==> config.mk <==
export PLATFORM = sky130hd
export DESIGN_NAME = mem_arbiter
export DESIGN_NICKNAME = d
export VERILOG_FILES = /design/src/rtl/mem_arbiter.sv
export SDC_FILE = /design/constraint.sdc
export NUM_CORES = 1
export LEC_CHECK = 0
export CELL_PAD_IN_SITES_DETAIL_PLACEMENT = 0
export CELL_PAD_IN_SITES_GLOBAL_PLACEMENT = 1
export CORE_AREA = 2 2 273 275
export DETAILED_ROUTE_END_ITERATION = 10
export DIE_AREA = 0 0 275 277
export PLACE_DENSITY_LB_ADDON = 0.1
export SKIP_CTS_REPAIR_TIMING = 1
export SYNTH_ARGS = -nofsm -noshare
export SYNTH_HDL_FRONTEND = slang
export SYNTH_SLANG_ARGS = --single-unit
export TNS_END_PERCENT = 50
==> constraint.sdc <==
create_clock -name clk -period 6.8 [get_ports clk]
set_input_delay 1.36 -clock clk [delete_from_list [all_inputs] [get_ports clk]]
set_output_delay 1.36 -clock clk [all_outputs]
set_load 0.02 [all_outputs]
==> src/rtl/mem_arbiter.sv <==
// N-channel round-robin arbiter from L1 cache ports onto a single next-level memory port.
// Define MEM_ARB_FIXED_PRIO_EN for legacy fixed priority (lowest channel index always wins).
module mem_arbiter #(
  parameter int unsigned NUM_CH = 2,
  parameter int unsigned ADDR_W = 16,
  parameter int unsigned LINE_W = 128
) (
  input  logic                     clk,
  input  logic                     reset,
  input  logic [NUM_CH-1:0]        req_read,
  input  logic [NUM_CH-1:0]        req_write,
  input  logic [NUM_CH*ADDR_W-1:0] req_address,
  input  logic [NUM_CH*LINE_W-1:0] req_wdata,
  output logic [LINE_W-1:0]        req_rdata,
  output logic [NUM_CH-1:0]        req_resp,
  output logic                     pmem_read,
  output logic                     pmem_write,
  output logic [ADDR_W-1:0]        pmem_address,
  output logic [LINE_W-1:0]        pmem_wdata,
  input  logic                     pmem_resp,
  input  logic [LINE_W-1:0]        pmem_rdata
);

  localparam int unsigned GW = (NUM_CH > 1) ? $clog2(NUM_CH) : 1;
  localparam logic [GW-1:0] LastCh = GW'(NUM_CH - 1);
  localparam logic [GW:0]   NumChW = (GW + 1)'(NUM_CH);

  typedef enum logic [0:0] {
    StIdle,
    StBusy
  } state_t;

  state_t              r_state, w_state_next;
  logic [GW-1:0]       r_grant, w_grant_next;
  logic                r_op_write, w_op_write_next;
  logic [ADDR_W-1:0]   r_addr, w_addr_next;
  logic [LINE_W-1:0]   r_wdata, w_wdata_next;

  logic [NUM_CH-1:0]   w_req_vec;
  logic [NUM_CH-1:0]   w_rot;
  logic [GW-1:0]       w_scan_base;
  logic [GW-1:0]       w_offset;
  logic [GW:0]         w_sum;
  logic [GW-1:0]       w_winner;
  logic                w_any_req;
  logic                w_resp;

  logic [ADDR_W-1:0]   w_addr_arr  [NUM_CH];
  logic [LINE_W-1:0]   w_wdata_arr [NUM_CH];

  for (genvar g = 0; g < NUM_CH; g++) begin : g_unpack
    assign w_addr_arr[g]  = req_address[g*ADDR_W +: ADDR_W];
    assign w_wdata_arr[g] = req_wdata[g*LINE_W +: LINE_W];
  end

  assign w_req_vec = req_read | req_write;
  assign w_any_req = |w_req_vec;

`ifdef MEM_ARB_FIXED_PRIO_EN
  assign w_scan_base = '0;
`else
  logic [GW-1:0] r_rr_ptr, w_rr_ptr_next;

  assign w_scan_base = r_rr_ptr;

  always_ff @(posedge clk or posedge reset) begin
    if (reset) begin
      r_rr_ptr <= '0;
    end else begin
      r_rr_ptr <= w_rr_ptr_next;
    end
  end
`endif

  // Rotate so that bit 0 is the channel at the scan base; first set bit is the winner offset.
  always_comb begin
    w_rot    = NUM_CH'({w_req_vec, w_req_vec} >> w_scan_base);
    w_offset = '0;
    for (int k = NUM_CH - 1; k >= 0; k--) begin
      if (w_rot[k]) begin
        w_offset = GW'(k);
      end
    end
    w_sum = {1'b0, w_scan_base} + {1'b0, w_offset};
    if (w_sum >= NumChW) begin
      w_sum = w_sum - NumChW;
    end
    w_winner = w_sum[GW-1:0];
  end

  always_ff @(posedge clk or posedge reset) begin
    if (reset) begin
      r_state    <= StIdle;
      r_grant    <= '0;
      r_op_write <= 1'b0;
      r_addr     <= '0;
      r_wdata    <= '0;
    end else begin
      r_state    <= w_state_next;
      r_grant    <= w_grant_next;
      r_op_write <= w_op_write_next;
      r_addr     <= w_addr_next;
      r_wdata    <= w_wdata_next;
    end
  end

  always_comb begin
    w_state_next    = r_state;
    w_grant_next    = r_grant;
    w_op_write_next = r_op_write;
    w_addr_next     = r_addr;
    w_wdata_next    = r_wdata;
`ifndef MEM_ARB_FIXED_PRIO_EN
    w_rr_ptr_next   = r_rr_ptr;
`endif
    unique case (r_state)
      StIdle: begin
        if (w_any_req) begin
          w_state_next    = StBusy;
          w_grant_next    = w_winner;
          // Write takes precedence when a channel raises both strobes.
          w_op_write_next = req_write[w_winner];
          w_addr_next     = w_addr_arr[w_winner];
          w_wdata_next    = w_wdata_arr[w_winner];
        end
      end
      StBusy: begin
        if (pmem_resp) begin
          w_state_next = StIdle;
`ifndef MEM_ARB_FIXED_PRIO_EN
          w_rr_ptr_next = (r_grant == LastCh) ? '0 : r_grant + 1'b1;
`endif
        end
      end
      default: w_state_next = StIdle;
    endcase
  end

  assign w_resp       = (r_state == StBusy) && pmem_resp;
  assign pmem_read    = (r_state == StBusy) && !r_op_write;
  assign pmem_write   = (r_state == StBusy) && r_op_write;
  assign pmem_address = r_addr;
  assign pmem_wdata   = r_wdata;
  assign req_rdata    = pmem_rdata;
  assign req_resp     = w_resp ? (NUM_CH'(1) << r_grant) : '0;

`ifndef SYNTHESIS
  a_resp_onehot: assert property (@(posedge clk) disable iff (reset) $onehot0(req_resp));
  a_strobe_excl: assert property (@(posedge clk) disable iff (reset) !(pmem_read && pmem_write));
  a_grant_range: assert property (@(posedge clk) disable iff (reset) r_grant <= LastCh);
`endif

endmodule

==> flow_summary.html, run 1 <==
<table>
<tr><th>Metric</th><th>Value</th></tr>
<tr><th colspan="2">Synth</th></tr>
<tr><td>Mean post-synth cell area</td><td>11.8 sq um</td></tr>
<tr><td>Number of warnings printed during yosys synthesis</td><td>0</td></tr>
<tr><td>Flops &amp; latches, synth</td><td>148</td></tr>
<tr><td>Compound-cell area share of the yosys netlist</td><td>between 20% and 30%</td></tr>
<tr><td>Dominant combinational cell family by area after synthesis</td><td>compound AO/OA/AOI/OAI gates</td></tr>
<tr><td>Multiplexer share of the synthesized area</td><td>0%</td></tr>
<tr><td>Adder-cell share of the synthesized area</td><td>0%</td></tr>
<tr><td>Mapped Cells</td><td>665</td></tr>
<tr><td>Share of synthesized cell area in and, or, nand and nor gates</td><td>14.5%</td></tr>
<tr><td>Total standard cell area after synthesis</td><td>around 7800 sq um</td></tr>
<tr><td>Distinct cell type count after synthesis</td><td>22</td></tr>
<tr><td>Portion of the post-synthesis area used by sequential elements</td><td>47.2%</td></tr>
<tr><td>Post-Synthesis Net Count</td><td>1,088</td></tr>
<tr><td>Post-synthesis xor/xnor area fraction</td><td>0%</td></tr>
<tr><th colspan="2">Placed design</th></tr>
<tr><td>Placement Setup Slack</td><td>2.60 ns</td></tr>
<tr><td>Number of cells after detailed placement</td><td>~1,900</td></tr>
<tr><td>Placed standard-cell area</td><td>12,300 sq um</td></tr>
<tr><td>Gp weighted congestion</td><td>0.675</td></tr>
<tr><td>Half-perimeter wire length after detailed placement</td><td>31.0 mm</td></tr>
<tr><td>Count of input and output buffers</td><td>442</td></tr>
<tr><th colspan="2">Drt</th></tr>
<tr><td>Vias after detailed routing</td><td>7,029</td></tr>
<tr><td>Post-Route WL</td><td>46.3 mm</td></tr>
<tr><td>Vias per std cell</td><td>3.67</td></tr>
<tr><td>Number of nets with antenna violations after routing</td><td>0</td></tr>
<tr><td>Iteration-0 DRC Markers</td><td>387</td></tr>
<tr><td>Count of unresolved DRC violations after routing</td><td>0</td></tr>
<tr><td>Avg WL per Cell</td><td>24.2 microns</td></tr>
<tr><td>First drt pass iteration count</td><td>4</td></tr>
<tr><th colspan="2">STA</th></tr>
<tr><td>Max-slew violation count</td><td>0</td></tr>
<tr><td>Peak clock frequency supported by timing</td><td>243 MHz</td></tr>
<tr><td>Final hold slack</td><td>0.558 ns</td></tr>
<tr><td>Final setup slack of the worst path</td><td>2.68 ns</td></tr>
<tr><td>Worst relative slew slack</td><td>34.5%</td></tr>
<tr><td>Largest clock skew in the final design</td><td>0.0170 ns</td></tr>
<tr><td>Hold Violations, Final</td><td>0</td></tr>
<tr><td>Unrepaired setup endpoints after global routing</td><td>no</td></tr>
<tr><td>Final setup viols</td><td>0</td></tr>
<tr><td>Total Neg Setup Slack</td><td>0 ns</td></tr>
<tr><td>Slew at the pin with the worst max-slew slack</td><td>0.983 ns</td></tr>
<tr><td>Final critical-path share of the clock period</td><td>approximately three fifths</td></tr>
<tr><td>Minimum period implied by the final worst setup slack</td><td>between 4 and 5 ns</td></tr>
<tr><th colspan="2">Floorplanning</th></tr>
<tr><td>Number of top-level design ports</td><td>699</td></tr>
<tr><td>Core region area</td><td>73,600 sq um</td></tr>
<tr><td>Die height</td><td>roughly 280 microns</td></tr>
<tr><td>Floorplan die area</td><td>76,200 sq um</td></tr>
<tr><td>Number of standard-cell rows in the floorplan</td><td>100</td></tr>
<tr><td>Chip Width</td><td>275 microns</td></tr>
<tr><td>Initial core utilization</td><td>about a tenth</td></tr>
<tr><th colspan="2">Worst setup path</th></tr>
<tr><td>Combined buffer and inverter count along the critical path</td><td>2</td></tr>
<tr><td>Kind of end point of the critical path</td><td>primary output</td></tr>
<tr><td>Kind of critical path</td><td>input port to primary output</td></tr>
<tr><td>End of the worst register-to-register path</td><td>pmem_wdata[2]$_DFFE_PP0P_</td></tr>
<tr><td>FF-to-FF path depth</td><td>4</td></tr>
<tr><td>Endpoint required time on the critical path</td><td>5.44 ns</td></tr>
<tr><td>Worst endpoint data arrival time</td><td>2.76 ns</td></tr>
<tr><td>Worst R2R Setup Slack</td><td>4.25 ns</td></tr>
<tr><td>Startpoint class of the critical path</td><td>input port</td></tr>
<tr><td>Startpoint of the most critical register-to-register path</td><td>r_state$_DFF_PP0_</td></tr>
<tr><td>Critical-path maximum fanout</td><td>3</td></tr>
<tr><td>Slowest CP cell</td><td>clkdlybuf4s50_1</td></tr>
<tr><td>Cells traversed along the worst timing path</td><td>clkdlybuf4s50_1, nand2_1, nor2_1, clkdlybuf4s50_1</td></tr>
<tr><td>Critical path's most frequent cell</td><td>clkdlybuf4s50_1</td></tr>
<tr><td>Critical Path Max Stage Delay</td><td>0.62 ns</td></tr>
<tr><td>CP delay by family, top</td><td>buffers and inverters</td></tr>
<tr><th colspan="2">Clock tree</th></tr>
<tr><td>CTS Root Buffer Type</td><td>clkbuf_16</td></tr>
<tr><td>Inserted Clock Buffers</td><td>17</td></tr>
<tr><td>Largest buffer count on any clock path</td><td>2</td></tr>
<tr><td>CTS tree</td><td>built</td></tr>
<tr><td>Clock latency on the worst-skew pair</td><td>0.48 ns</td></tr>
<tr><td>H-Tree Depth</td><td>4</td></tr>
<tr><td>Clock transition at the registers of the reported paths</td><td>0.06 ns</td></tr>
<tr><td>Number of clock sinks</td><td>148</td></tr>
<tr><th colspan="2">Power</th></tr>
<tr><td>Proportion of power drawn by the clock network</td><td>27.2%</td></tr>
<tr><td>Int Power</td><td>roughly 2.4 mW</td></tr>
<tr><td>NetSw</td><td>1.36 mW</td></tr>
<tr><td>Power per cell area</td><td>290 nW/um^2</td></tr>
<tr><td>Leakage dissipation</td><td>4.37 nW</td></tr>
<tr><td>Proportion of power drawn by flip-flops and latches</td><td>between 30% and 40%</td></tr>
<tr><td>Switching part of the total power</td><td>36.2%</td></tr>
<tr><td>Total Power</td><td>3.75 mW</td></tr>
<tr><td>Fraction of power consumed by combinational cells</td><td>about two fifths</td></tr>
<tr><td>Worst VDD drop</td><td>0.180 mV</td></tr>
<tr><th colspan="2">Global route</th></tr>
<tr><td>Largest net degree at the start of global routing</td><td>78</td></tr>
<tr><td>Total routing usage reported by global routing</td><td>11.9%</td></tr>
<tr><td>Total congestion overflow after global routing</td><td>0</td></tr>
<tr><td>Number of antenna violations at the first check in global routing</td><td>6</td></tr>
<tr><td>Number of global-route vias before repair</td><td>slightly below 8,000</td></tr>
<tr><td>Wire length of the first global-routing pass</td><td>~64 mm</td></tr>
<tr><th colspan="2">Status</th></tr>
<tr><td>Outcome</td><td>finished clean</td></tr>
<tr><th colspan="2">Finish</th></tr>
<tr><td>Final #Nets</td><td>between 1,000 and 1,500</td></tr>
<tr><td>Post-route standard cell area excluding fillers</td><td>12,900 sq um</td></tr>
<tr><td>Number of cells in the finished layout apart from fillers</td><td>1,916</td></tr>
<tr><td>Top library cells by usage in the layout, fill and taps aside</td><td>clkdlybuf4s50_1, dfrtp_1, or4_1, o221a_2, clkbuf_16</td></tr>
<tr><td>Leading cell type in the layout, fill and taps excluded</td><td>clkdlybuf4s50_1</td></tr>
<tr><td>Layout cells sized above 1</td><td>20.5%</td></tr>
<tr><td>Fraction of the core area covered by cells at the end of the flow</td><td>17.6%</td></tr>
<tr><td>Post-synthesis to final-layout area growth</td><td>64.8%</td></tr>
<tr><th colspan="2">Worst hold path</th></tr>
<tr><td>Worst Hold Launch</td><td>pmem_wdata[25]$_DFFE_PP0P_</td></tr>
<tr><td>WHS Endpoint</td><td>pmem_wdata[25]$_DFFE_PP0P_</td></tr>
<tr><td>Depth of the worst hold-timing path</td><td>1</td></tr>
<tr><td>Classification of the worst-slack hold path</td><td>flip-flop to flip-flop</td></tr>
<tr><th colspan="2">Flow run</th></tr>
<tr><td>Number of maximum-capacitance violations</td><td>0</td></tr>
</table>
==> cell usage after synthesis <==
cell      number  share of area (%)
buf_4        134                 13
o32ai_1        1               0.11
or4_1        144                 14
o21a_1         1              0.096
buf_2         11               0.70
and3_1         1              0.080
o32a_1         1               0.13
a21oi_1        2               0.13
nand2b_1       1              0.080
clkbuf_1      55                2.6
nand2_1        2              0.096
nor2_1         6               0.29
a21oi_2        1               0.11
buf_6          1               0.14
nor2_2         1              0.080
o221a_2      144                 21
o21a_2         1               0.11
and3b_1        1               0.11
inv_1          3               0.14
o221ai_2       1               0.19
dfrtp_1      148                 47
clkbuf_2       5               0.32
==> cell families after synthesis <==
group	after synthesis
AOI/OAI and AO/OA	152
buffers and inverters	209
DFF	148
and+or+nand+nor	156
==> power groups by stage <==
stage / Combinational, mW / Clock [mW] / Sequential [mW]
final: 1.49 / 1.02 / 1.24
after global routing: 1.58 / 1.12 / 1.28
after CTS: 1.53 / 1.09 / 1.25
after detailed placement: 1.53 / 0 / 1.26
after global placement: 1.54 / 0 / 1.26
after floorplan: 0.530 / 0 / 1.50
==> state kept, by name, indices dropped and copies added, names as in the netlist <==
register / cells
r_state: 1
pmem_wdata: 128
r_grant: 1
r_rr_ptr: 1
pmem_address: 16
r_op_write: 1
==> layer usage <==
layer | track usage (%) | wire length, microns | up-vias
li1 | - | - | 3120
met1 | 13.4 | 18200 | 3480
met2 | 20.6 | 23200 | 324
met3 | 4.60 | 3840 | 97
met4 | 3.69 | 996 | 8
met5 | 0 | 48 | -
==> final cells by class <==
| cell class | instances | area, sq um |
|---|---|---|
| Clock inverter | 14 | 144 |
| Sequential cell | 148 | 3710 |
| Clock buffer | 18 | 439 |
| Timing Repair Buffer | 454 | 4550 |
| Tap cell | 969 | 1210 |
| Fill cell | 8116 | 60600 |
| Inverter | 3 | 16.3 |
| Antenna cell | 2 | 5.00 |
| Multi-Input combinational cell | 308 | 2860 |
==> how the worst max path moves through the flow <==
stage	from	to	slack [ns]	cells past startpoint
after floorplan	reset	pmem_address[0]$_DFFE_PP0P_	1.46	1
after global placement	req_write[0]	pmem_wdata[79]$_DFFE_PP0P_	2.56	6
after detailed placement	req_write[0]	pmem_wdata[7]$_DFFE_PP0P_	2.60	6
after CTS	pmem_resp	req_resp[1]	2.63	3
after global routing	pmem_resp	req_resp[1]	2.63	3
final	pmem_resp	req_resp[0]	2.68	4
Power figures use the tool's default switching activity.
==> inputs of run 2 (changes only) <==
- CORE_AREA: 2 2 273 275 -> 2 2 270 272
- DIE_AREA: 0 0 275 277 -> 0 0 272 274
- clock period: 6.8 -> 3.45 ns (I/O delays scaled with it)
==> flow_summary.html, run 2 (synthesis results as in run 1) <==
<table>
<tr><th>Metric</th><th>Value</th></tr>
<tr><th colspan="2">STA</th></tr>
<tr><td>Minimum period implied by the final worst setup slack</td><td>2.75 ns</td></tr>
<tr><td>Slew at the pin with the worst max-slew slack</td><td>1.03 ns (was 0.983 ns)</td></tr>
<tr><td>Total Neg Setup Slack</td><td>0 ns (unchanged)</td></tr>
<tr><td>Max-slew violation count</td><td>0 (unchanged)</td></tr>
<tr><td>Worst relative slew slack</td><td>31.6% (was 34.5%)</td></tr>
<tr><td>Unrepaired setup endpoints after global routing</td><td>no (unchanged)</td></tr>
<tr><td>Peak clock frequency supported by timing</td><td>363 MHz</td></tr>
<tr><td>Final critical-path share of the clock period</td><td>79.7%</td></tr>
<tr><td>Largest clock skew in the final design</td><td>0.0198 ns (was 0.0170 ns)</td></tr>
<tr><td>Final hold slack</td><td>0.549 ns (was 0.558 ns)</td></tr>
<tr><td>Final setup viols</td><td>0 (unchanged)</td></tr>
<tr><td>Hold Violations, Final</td><td>0 (unchanged)</td></tr>
<tr><td>Final setup slack of the worst path</td><td>0.699 ns (was 2.68 ns)</td></tr>
<tr><th colspan="2">Drt</th></tr>
<tr><td>Number of nets with antenna violations after routing</td><td>0 (unchanged)</td></tr>
<tr><td>Iteration-0 DRC Markers</td><td>320 (was 387)</td></tr>
<tr><td>Post-Route WL</td><td>47.7 mm (was 46.3 mm)</td></tr>
<tr><td>Vias per std cell</td><td>3.69 (was 3.67)</td></tr>
<tr><td>Avg WL per Cell</td><td>24.9 microns (was 24.2 microns)</td></tr>
<tr><td>First drt pass iteration count</td><td>4 (unchanged)</td></tr>
<tr><td>Vias after detailed routing</td><td>7,081 (was 7,029)</td></tr>
<tr><td>Count of unresolved DRC violations after routing</td><td>0 (unchanged)</td></tr>
<tr><th colspan="2">Finish</th></tr>
<tr><td>Fraction of the core area covered by cells at the end of the flow</td><td>18.1% (was 17.6%)</td></tr>
<tr><td>Max FFs per register</td><td>128 (unchanged)</td></tr>
<tr><td>Number of cells in the finished layout apart from fillers</td><td>1,917 (was 1,916)</td></tr>
<tr><td>Final #Nets</td><td>1,364 (was 1,355)</td></tr>
<tr><td>Combined flip-flop and latch cell area</td><td>3710 sq um (unchanged)</td></tr>
<tr><td>Final-layout fill cell count</td><td>7,865 (was 8,116)</td></tr>
<tr><td>Combined area of the multi-input logic cells</td><td>2860 sq um (unchanged)</td></tr>
<tr><td>Leading cell type in the layout, fill and taps excluded</td><td>clkdlybuf4s50_1 (unchanged)</td></tr>
<tr><td>Layout cells sized above 1</td><td>20.9% (was 20.5%)</td></tr>
<tr><td>Top library cells by usage in the layout, fill and taps aside</td><td>clkdlybuf4s50_1, dfrtp_1, or4_1, o221a_2, clkbuf_16 (unchanged)</td></tr>
<tr><td>Post-synthesis to final-layout area growth</td><td>66.3% (was 64.8%)</td></tr>
<tr><th colspan="2">Floorplanning</th></tr>
<tr><td>Initial core utilization</td><td>10.9% (was 10.7%)</td></tr>
<tr><td>Floorplan die area</td><td>74,500 sq um (was 76,200 sq um)</td></tr>
<tr><td>Die height</td><td>274 microns (was 277 microns)</td></tr>
<tr><td>Number of standard-cell rows in the floorplan</td><td>99 (was 100)</td></tr>
<tr><td>Number of top-level design ports</td><td>699 (unchanged)</td></tr>
<tr><td>Core region area</td><td>72,000 sq um (was 73,600 sq um)</td></tr>
<tr><td>Chip Width</td><td>272 microns (was 275 microns)</td></tr>
<tr><th colspan="2">Clock tree</th></tr>
<tr><td>H-Tree Depth</td><td>4 (unchanged)</td></tr>
<tr><td>CTS tree</td><td>built (unchanged)</td></tr>
<tr><td>Clock transition at the registers of the reported paths</td><td>0.07 ns (was 0.06 ns)</td></tr>
<tr><td>Inserted Clock Buffers</td><td>17 (unchanged)</td></tr>
<tr><td>Number of clock sinks</td><td>148 (unchanged)</td></tr>
<tr><td>Clock latency on the worst-skew pair</td><td>0.49 ns (was 0.48 ns)</td></tr>
<tr><td>CTS Root Buffer Type</td><td>clkbuf_16 (unchanged)</td></tr>
<tr><td>Largest buffer count on any clock path</td><td>2 (unchanged)</td></tr>
<tr><th colspan="2">Global route</th></tr>
<tr><td>Number of antenna violations at the first check in global routing</td><td>9 (was 6)</td></tr>
<tr><td>Total routing usage reported by global routing</td><td>12.5% (was 11.9%)</td></tr>
<tr><td>Number of global-route vias before repair</td><td>7,546 (was 7,690)</td></tr>
<tr><td>Wire length of the first global-routing pass</td><td>65.0 mm (was 63.6 mm)</td></tr>
<tr><td>Total congestion overflow after global routing</td><td>0 (unchanged)</td></tr>
<tr><td>Largest net degree at the start of global routing</td><td>78 (unchanged)</td></tr>
<tr><th colspan="2">Worst setup path</th></tr>
<tr><td>Slowest CP cell</td><td>clkdlybuf4s50_1 (unchanged)</td></tr>
<tr><td>Critical-path maximum fanout</td><td>11 (was 3)</td></tr>
<tr><td>Critical Path Max Stage Delay</td><td>0.79 ns (was 0.62 ns)</td></tr>
<tr><td>Startpoint class of the critical path</td><td>flip-flop (was input port)</td></tr>
<tr><td>Kind of critical path</td><td>flip-flop to primary output (was input port to primary output)</td></tr>
<tr><td>Cells traversed along the worst timing path</td><td>inv_1, nor2_1, clkdlybuf4s50_1 (was clkdlybuf4s50_1, nand2_1, nor2_1, clkdlybuf4s50_1)</td></tr>
<tr><td>Worst endpoint data arrival time</td><td>2.06 ns (was 2.76 ns)</td></tr>
<tr><td>Kind of end point of the critical path</td><td>primary output (unchanged)</td></tr>
<tr><td>Endpoint required time on the critical path</td><td>2.76 ns (was 5.44 ns)</td></tr>
<tr><th colspan="2">Power</th></tr>
<tr><td>Worst VDD drop</td><td>0.255 mV (was 0.180 mV)</td></tr>
<tr><td>Leakage dissipation</td><td>4.43 nW (was 4.37 nW)</td></tr>
<tr><td>Power per cell area</td><td>563 nW/um^2 (was 290 nW/um^2)</td></tr>
<tr><th colspan="2">Status</th></tr>
<tr><td>Outcome</td><td>finished clean (unchanged)</td></tr>
<tr><th colspan="2">Placed design</th></tr>
<tr><td>Count of input and output buffers</td><td>442 (unchanged)</td></tr>
<tr><td>Number of cells after detailed placement</td><td>1,881 (was 1,882)</td></tr>
<tr><td>Half-perimeter wire length after detailed placement</td><td>33.1 mm (was 31.0 mm)</td></tr>
<tr><td>Gp weighted congestion</td><td>0.679 (was 0.675)</td></tr>
<tr><td>Placement Setup Slack</td><td>0.565 ns (was 2.60 ns)</td></tr>
<tr><th colspan="2">Worst hold path</th></tr>
<tr><td>Classification of the worst-slack hold path</td><td>flip-flop to flip-flop (unchanged)</td></tr>
<tr><th colspan="2">Flow run</th></tr>
<tr><td>Number of maximum-capacitance violations</td><td>0 (unchanged)</td></tr>
</table>
run 2: path summary, 6_finish.rpt:
kind,startpoint,end,slack [ns],cells after the start
setup / recovery,r_state$_DFF_PP0_,pmem_read,0.70,3
hold / removal,r_grant$_DFFE_PP0P_,r_grant$_DFFE_PP0P_,0.55,1
setup reg to reg,r_state$_DFF_PP0_,pmem_wdata[87]$_DFFE_PP0P_,1.29,4
hold reg to reg,r_grant$_DFFE_PP0P_,r_grant$_DFFE_PP0P_,0.55,1
max in group asynchronous,reset,pmem_wdata[40]$_DFFE_PP0P_,1.98,3
min in group asynchronous,reset,pmem_wdata[96]$_DFFE_PP0P_,0.73,2
run 2: layout make-up:
class / instances / area share (%)
Antenna cell: 5 / 0.0959
Clock buffer: 21 / 3.45
Clock inverter: 10 / 0.776
Inverter: 3 / 0.115
Multi-Input combinational cell: 308 / 21.9
Sequential cell: 148 / 28.4
Tap cell: 959 / 9.19
Timing Repair Buffer: 463 / 36.1
run 2: worst max-delay path, delay by kind of cell, from the launching register on:
family                 cells  cell delay, ns
AND/OR/NAND/NOR            1            0.15
flip-flops                 1            0.49
buffers and inverters      2            0.94
run 2: power breakdown:
| part | switching (mW) | internal, mW |
|---|---|---|
| clock network | 0.930 | 1.02 |
| logic | 1.42 | 1.55 |
| registers | 0.269 | 2.17 |
run 2: stage by stage:
stage / cell area [sq um] / total power [mW]
floorplan: 7850 / 3.99
global placement: 12500 / 5.54
detailed placement: 12500 / 5.52
finish: 13100 / 7.35
global route: 13000 / 7.79
CTS: 13000 / 7.59
run 2: per-layer routing:
layer / up-vias / share of wire [%] / global-route usage [%]
li1: 3150 / - / -
met1: 3511 / 40 / 14.3
met2: 309 / 51 / 21.7
met3: 105 / 6.8 / 3.99
met4: 6 / 2.7 / 4.68
met5: - / 0.084 / 0
==> inputs of run 3 (changes only) <==
- clock period: 3.45 -> 2.4 ns (I/O delays scaled with it)
==> flow_summary.html, run 3 (synthesis results as in run 1) <==
<table>
<tr><th>Metric</th><th>Value</th></tr>
<tr><th colspan="2">STA</th></tr>
<tr><td>Final setup slack of the worst path</td><td>0.194 ns (was 0.699 ns)</td></tr>
<tr><td>Slew at the pin with the worst max-slew slack</td><td>0.517 ns (was 1.03 ns)</td></tr>
<tr><td>Minimum period implied by the final worst setup slack</td><td>roughly 2.2 ns</td></tr>
<tr><td>Unrepaired setup endpoints after global routing</td><td>no (unchanged)</td></tr>
<tr><td>Hold Violations, Final</td><td>0 (unchanged)</td></tr>
<tr><td>Final critical-path share of the clock period</td><td>91.9%</td></tr>
<tr><td>Worst relative slew slack</td><td>65.5% (was 31.6%)</td></tr>
<tr><td>Peak clock frequency supported by timing</td><td>453 MHz</td></tr>
<tr><td>Final setup viols</td><td>0 (unchanged)</td></tr>
<tr><td>Largest clock skew in the final design</td><td>0.0153 ns (was 0.0198 ns)</td></tr>
<tr><td>Max-slew violation count</td><td>0 (unchanged)</td></tr>
<tr><th colspan="2">Clock tree</th></tr>
<tr><td>Inserted Clock Buffers</td><td>17 (unchanged)</td></tr>
<tr><td>H-Tree Depth</td><td>4 (unchanged)</td></tr>
<tr><td>CTS tree</td><td>built (unchanged)</td></tr>
<tr><td>Clock transition at the registers of the reported paths</td><td>0.07 ns (about the same)</td></tr>
<tr><td>Clock latency on the worst-skew pair</td><td>0.48 ns (was 0.49 ns)</td></tr>
<tr><td>Number of clock sinks</td><td>148 (unchanged)</td></tr>
<tr><td>CTS Root Buffer Type</td><td>clkbuf_16 (unchanged)</td></tr>
<tr><td>Largest buffer count on any clock path</td><td>2 (unchanged)</td></tr>
<tr><th colspan="2">Drt</th></tr>
<tr><td>Count of unresolved DRC violations after routing</td><td>0 (unchanged)</td></tr>
<tr><td>Vias after detailed routing</td><td>7,157 (was 7,081)</td></tr>
<tr><td>First drt pass iteration count</td><td>6 (was 4)</td></tr>
<tr><td>Avg WL per Cell</td><td>24.3 microns (was 24.9 microns)</td></tr>
<tr><td>Iteration-0 DRC Markers</td><td>366 (was 320)</td></tr>
<tr><td>Post-Route WL</td><td>46.9 mm (was 47.7 mm)</td></tr>
<tr><td>Number of nets with antenna violations after routing</td><td>0 (unchanged)</td></tr>
<tr><td>Vias per std cell</td><td>3.70 (was 3.69)</td></tr>
<tr><th colspan="2">Global route</th></tr>
<tr><td>Total congestion overflow after global routing</td><td>0 (unchanged)</td></tr>
<tr><td>Total routing usage reported by global routing</td><td>12.4% (was 12.5%)</td></tr>
<tr><td>Wire length of the first global-routing pass</td><td>64.3 mm (was 65.0 mm)</td></tr>
<tr><td>Largest net degree at the start of global routing</td><td>94 (was 78)</td></tr>
<tr><td>Number of antenna violations at the first check in global routing</td><td>8 (was 9)</td></tr>
<tr><td>Number of global-route vias before repair</td><td>7,589 (was 7,546)</td></tr>
<tr><th colspan="2">Placed design</th></tr>
<tr><td>Placed standard-cell area</td><td>12,800 sq um (was 12,500 sq um)</td></tr>
<tr><td>Gp weighted congestion</td><td>0.675 (was 0.679)</td></tr>
<tr><td>Placement Setup Slack</td><td>0.0687 ns (was 0.565 ns)</td></tr>
<tr><td>Half-perimeter wire length after detailed placement</td><td>33.9 mm (was 33.1 mm)</td></tr>
<tr><td>Count of input and output buffers</td><td>442 (unchanged)</td></tr>
<tr><th colspan="2">Finish</th></tr>
<tr><td>Layout cells sized above 1</td><td>23.1% (was 20.9%)</td></tr>
<tr><td>Final #Nets</td><td>1,383 (was 1,364)</td></tr>
<tr><td>Top library cells by usage in the layout, fill and taps aside</td><td>clkdlybuf4s50_1, dfrtp_1, or4_1, o221a_2, buf_12 (was clkdlybuf4s50_1, dfrtp_1, or4_1, o221a_2, clkbuf_16)</td></tr>
<tr><td>Combined flip-flop and latch cell area</td><td>3710 sq um (unchanged)</td></tr>
<tr><td>Post-synthesis to final-layout area growth</td><td>71.0% (was 66.3%)</td></tr>
<tr><td>Fraction of the core area covered by cells at the end of the flow</td><td>18.6% (was 18.1%)</td></tr>
<tr><td>Max FFs per register</td><td>128 (unchanged)</td></tr>
<tr><td>Leading cell type in the layout, fill and taps excluded</td><td>clkdlybuf4s50_1 (unchanged)</td></tr>
<tr><td>Post-route standard cell area excluding fillers</td><td>13,400 sq um (was 13,100 sq um)</td></tr>
<tr><td>Combined area of the multi-input logic cells</td><td>2860 sq um (unchanged)</td></tr>
<tr><td>Final-layout fill cell count</td><td>7,892 (was 7,865)</td></tr>
<tr><th colspan="2">Power</th></tr>
<tr><td>Total Power</td><td>10.9 mW (was 7.35 mW)</td></tr>
<tr><td>Power per cell area</td><td>812 nW/um^2 (was 563 nW/um^2)</td></tr>
<tr><td>Worst VDD drop</td><td>0.413 mV (was 0.255 mV)</td></tr>
<tr><td>Leakage dissipation</td><td>4.64 nW (was 4.43 nW)</td></tr>
<tr><th colspan="2">Worst setup path</th></tr>
<tr><td>Critical-path maximum fanout</td><td>59 (was 11)</td></tr>
<tr><td>Kind of end point of the critical path</td><td>primary output (unchanged)</td></tr>
<tr><td>Worst R2R Setup Slack</td><td>0.63 ns (was 1.29 ns)</td></tr>
<tr><td>Kind of critical path</td><td>flip-flop to primary output (unchanged)</td></tr>
<tr><td>Worst endpoint data arrival time</td><td>1.73 ns (was 2.06 ns)</td></tr>
<tr><td>Startpoint class of the critical path</td><td>flip-flop (unchanged)</td></tr>
<tr><td>Endpoint required time on the critical path</td><td>1.92 ns (was 2.76 ns)</td></tr>
<tr><th colspan="2">Worst hold path</th></tr>
<tr><td>Classification of the worst-slack hold path</td><td>input port to async pin (was flip-flop to flip-flop)</td></tr>
<tr><th colspan="2">Floorplanning</th></tr>
<tr><td>Number of standard-cell rows in the floorplan</td><td>99 (unchanged)</td></tr>
<tr><td>Number of top-level design ports</td><td>699 (unchanged)</td></tr>
<tr><td>Floorplan die area</td><td>74,500 sq um (unchanged)</td></tr>
<tr><td>Chip Width</td><td>272 microns (unchanged)</td></tr>
<tr><td>Die height</td><td>274 microns (unchanged)</td></tr>
<tr><td>Initial core utilization</td><td>10.9% (unchanged)</td></tr>
<tr><td>Core region area</td><td>72,000 sq um (unchanged)</td></tr>
<tr><th colspan="2">Flow run</th></tr>
<tr><td>Number of maximum-capacitance violations</td><td>0 (unchanged)</td></tr>
<tr><th colspan="2">Status</th></tr>
<tr><td>Outcome</td><td>finished clean (unchanged)</td></tr>
</table>
[run 3: cell types whose count changed in the layout (fill, tap and decap cells not counted), sizes merged]
cell	delta
dlymetal6s2s	+1
clkbuf	-1
bufinv	+1
buf	+22
inv	+2
clkdlybuf4s50	-4
clkinvlp	-1
diode	-2
[run 3: metrics by stage]
step,instances,TNS (ns),hold WS [ns]
2_1_floorplan,665,0,0.487
3_3_place_gp,1900,0,0.533
3_5_place_dp,1900,0,0.534
4_1_cts,1932,-0.0142,0.358
5_1_grt,1932,0,0.402
6_report,1935,0,0.391
[run 3: critical path, stage by stage, from the launching register on]
cell and delay (ns):
dfrtp_4 0.45, buf_12 0.27, nand2_1 0.14, nor2_1 0.21, buf_12 0.15
[run 3: routing by layer]
metal  vias to the layer above  wire (microns)  part of all wire, %  GRT usage [%]
li1                       3174               -                    -              -
met1                      3585           18500                   39           13.9
met2                       293           24000                   51           21.7
met3                       101            3190                  6.8           4.19
met4                         4            1250                  2.7           4.40
met5                         -              26                0.055              0
[run 3: final timing paths]
path,start,endpoint,cells past startpoint
setup reg to reg,r_state$_DFF_PP0_,pmem_wdata[41]$_DFFE_PP0P_,5
max in group asynchronous,reset,pmem_address[8]$_DFFE_PP0P_,3
setup / recovery,r_state$_DFF_PP0_,req_resp[0],4
hold reg to reg,r_grant$_DFFE_PP0P_,r_grant$_DFFE_PP0P_,1
hold / removal,reset,pmem_wdata[77]$_DFFE_PP0P_,2
min in group clk,r_grant$_DFFE_PP0P_,r_grant$_DFFE_PP0P_,1
[run 3: report_power, final]
group / internal (mW) / leakage (nW) / switching (mW) / total [mW]
Clock: 1.64 / 0.297 / 1.37 / 3.01
Combinational: 2.33 / 2.72 / 2.06 / 4.39
Sequential: 3.11 / 1.62 / 0.381 / 3.49
Total: 7.08 / 4.64 / 3.81 / 10.9
[run 3: cell type report]
| class | instances | area share [%] |
|---|---|---|
| inverter | 3 | 0.112 |
| sequential | 148 | 27.6 |
| clock buffer | 20 | 3.48 |
| multi-input combinational | 308 | 21.3 |
| antenna | 3 | 0.0559 |
| clock inverter | 12 | 1.06 |
| timing repair buffer | 482 | 37.4 |
| tap | 959 | 8.94 |
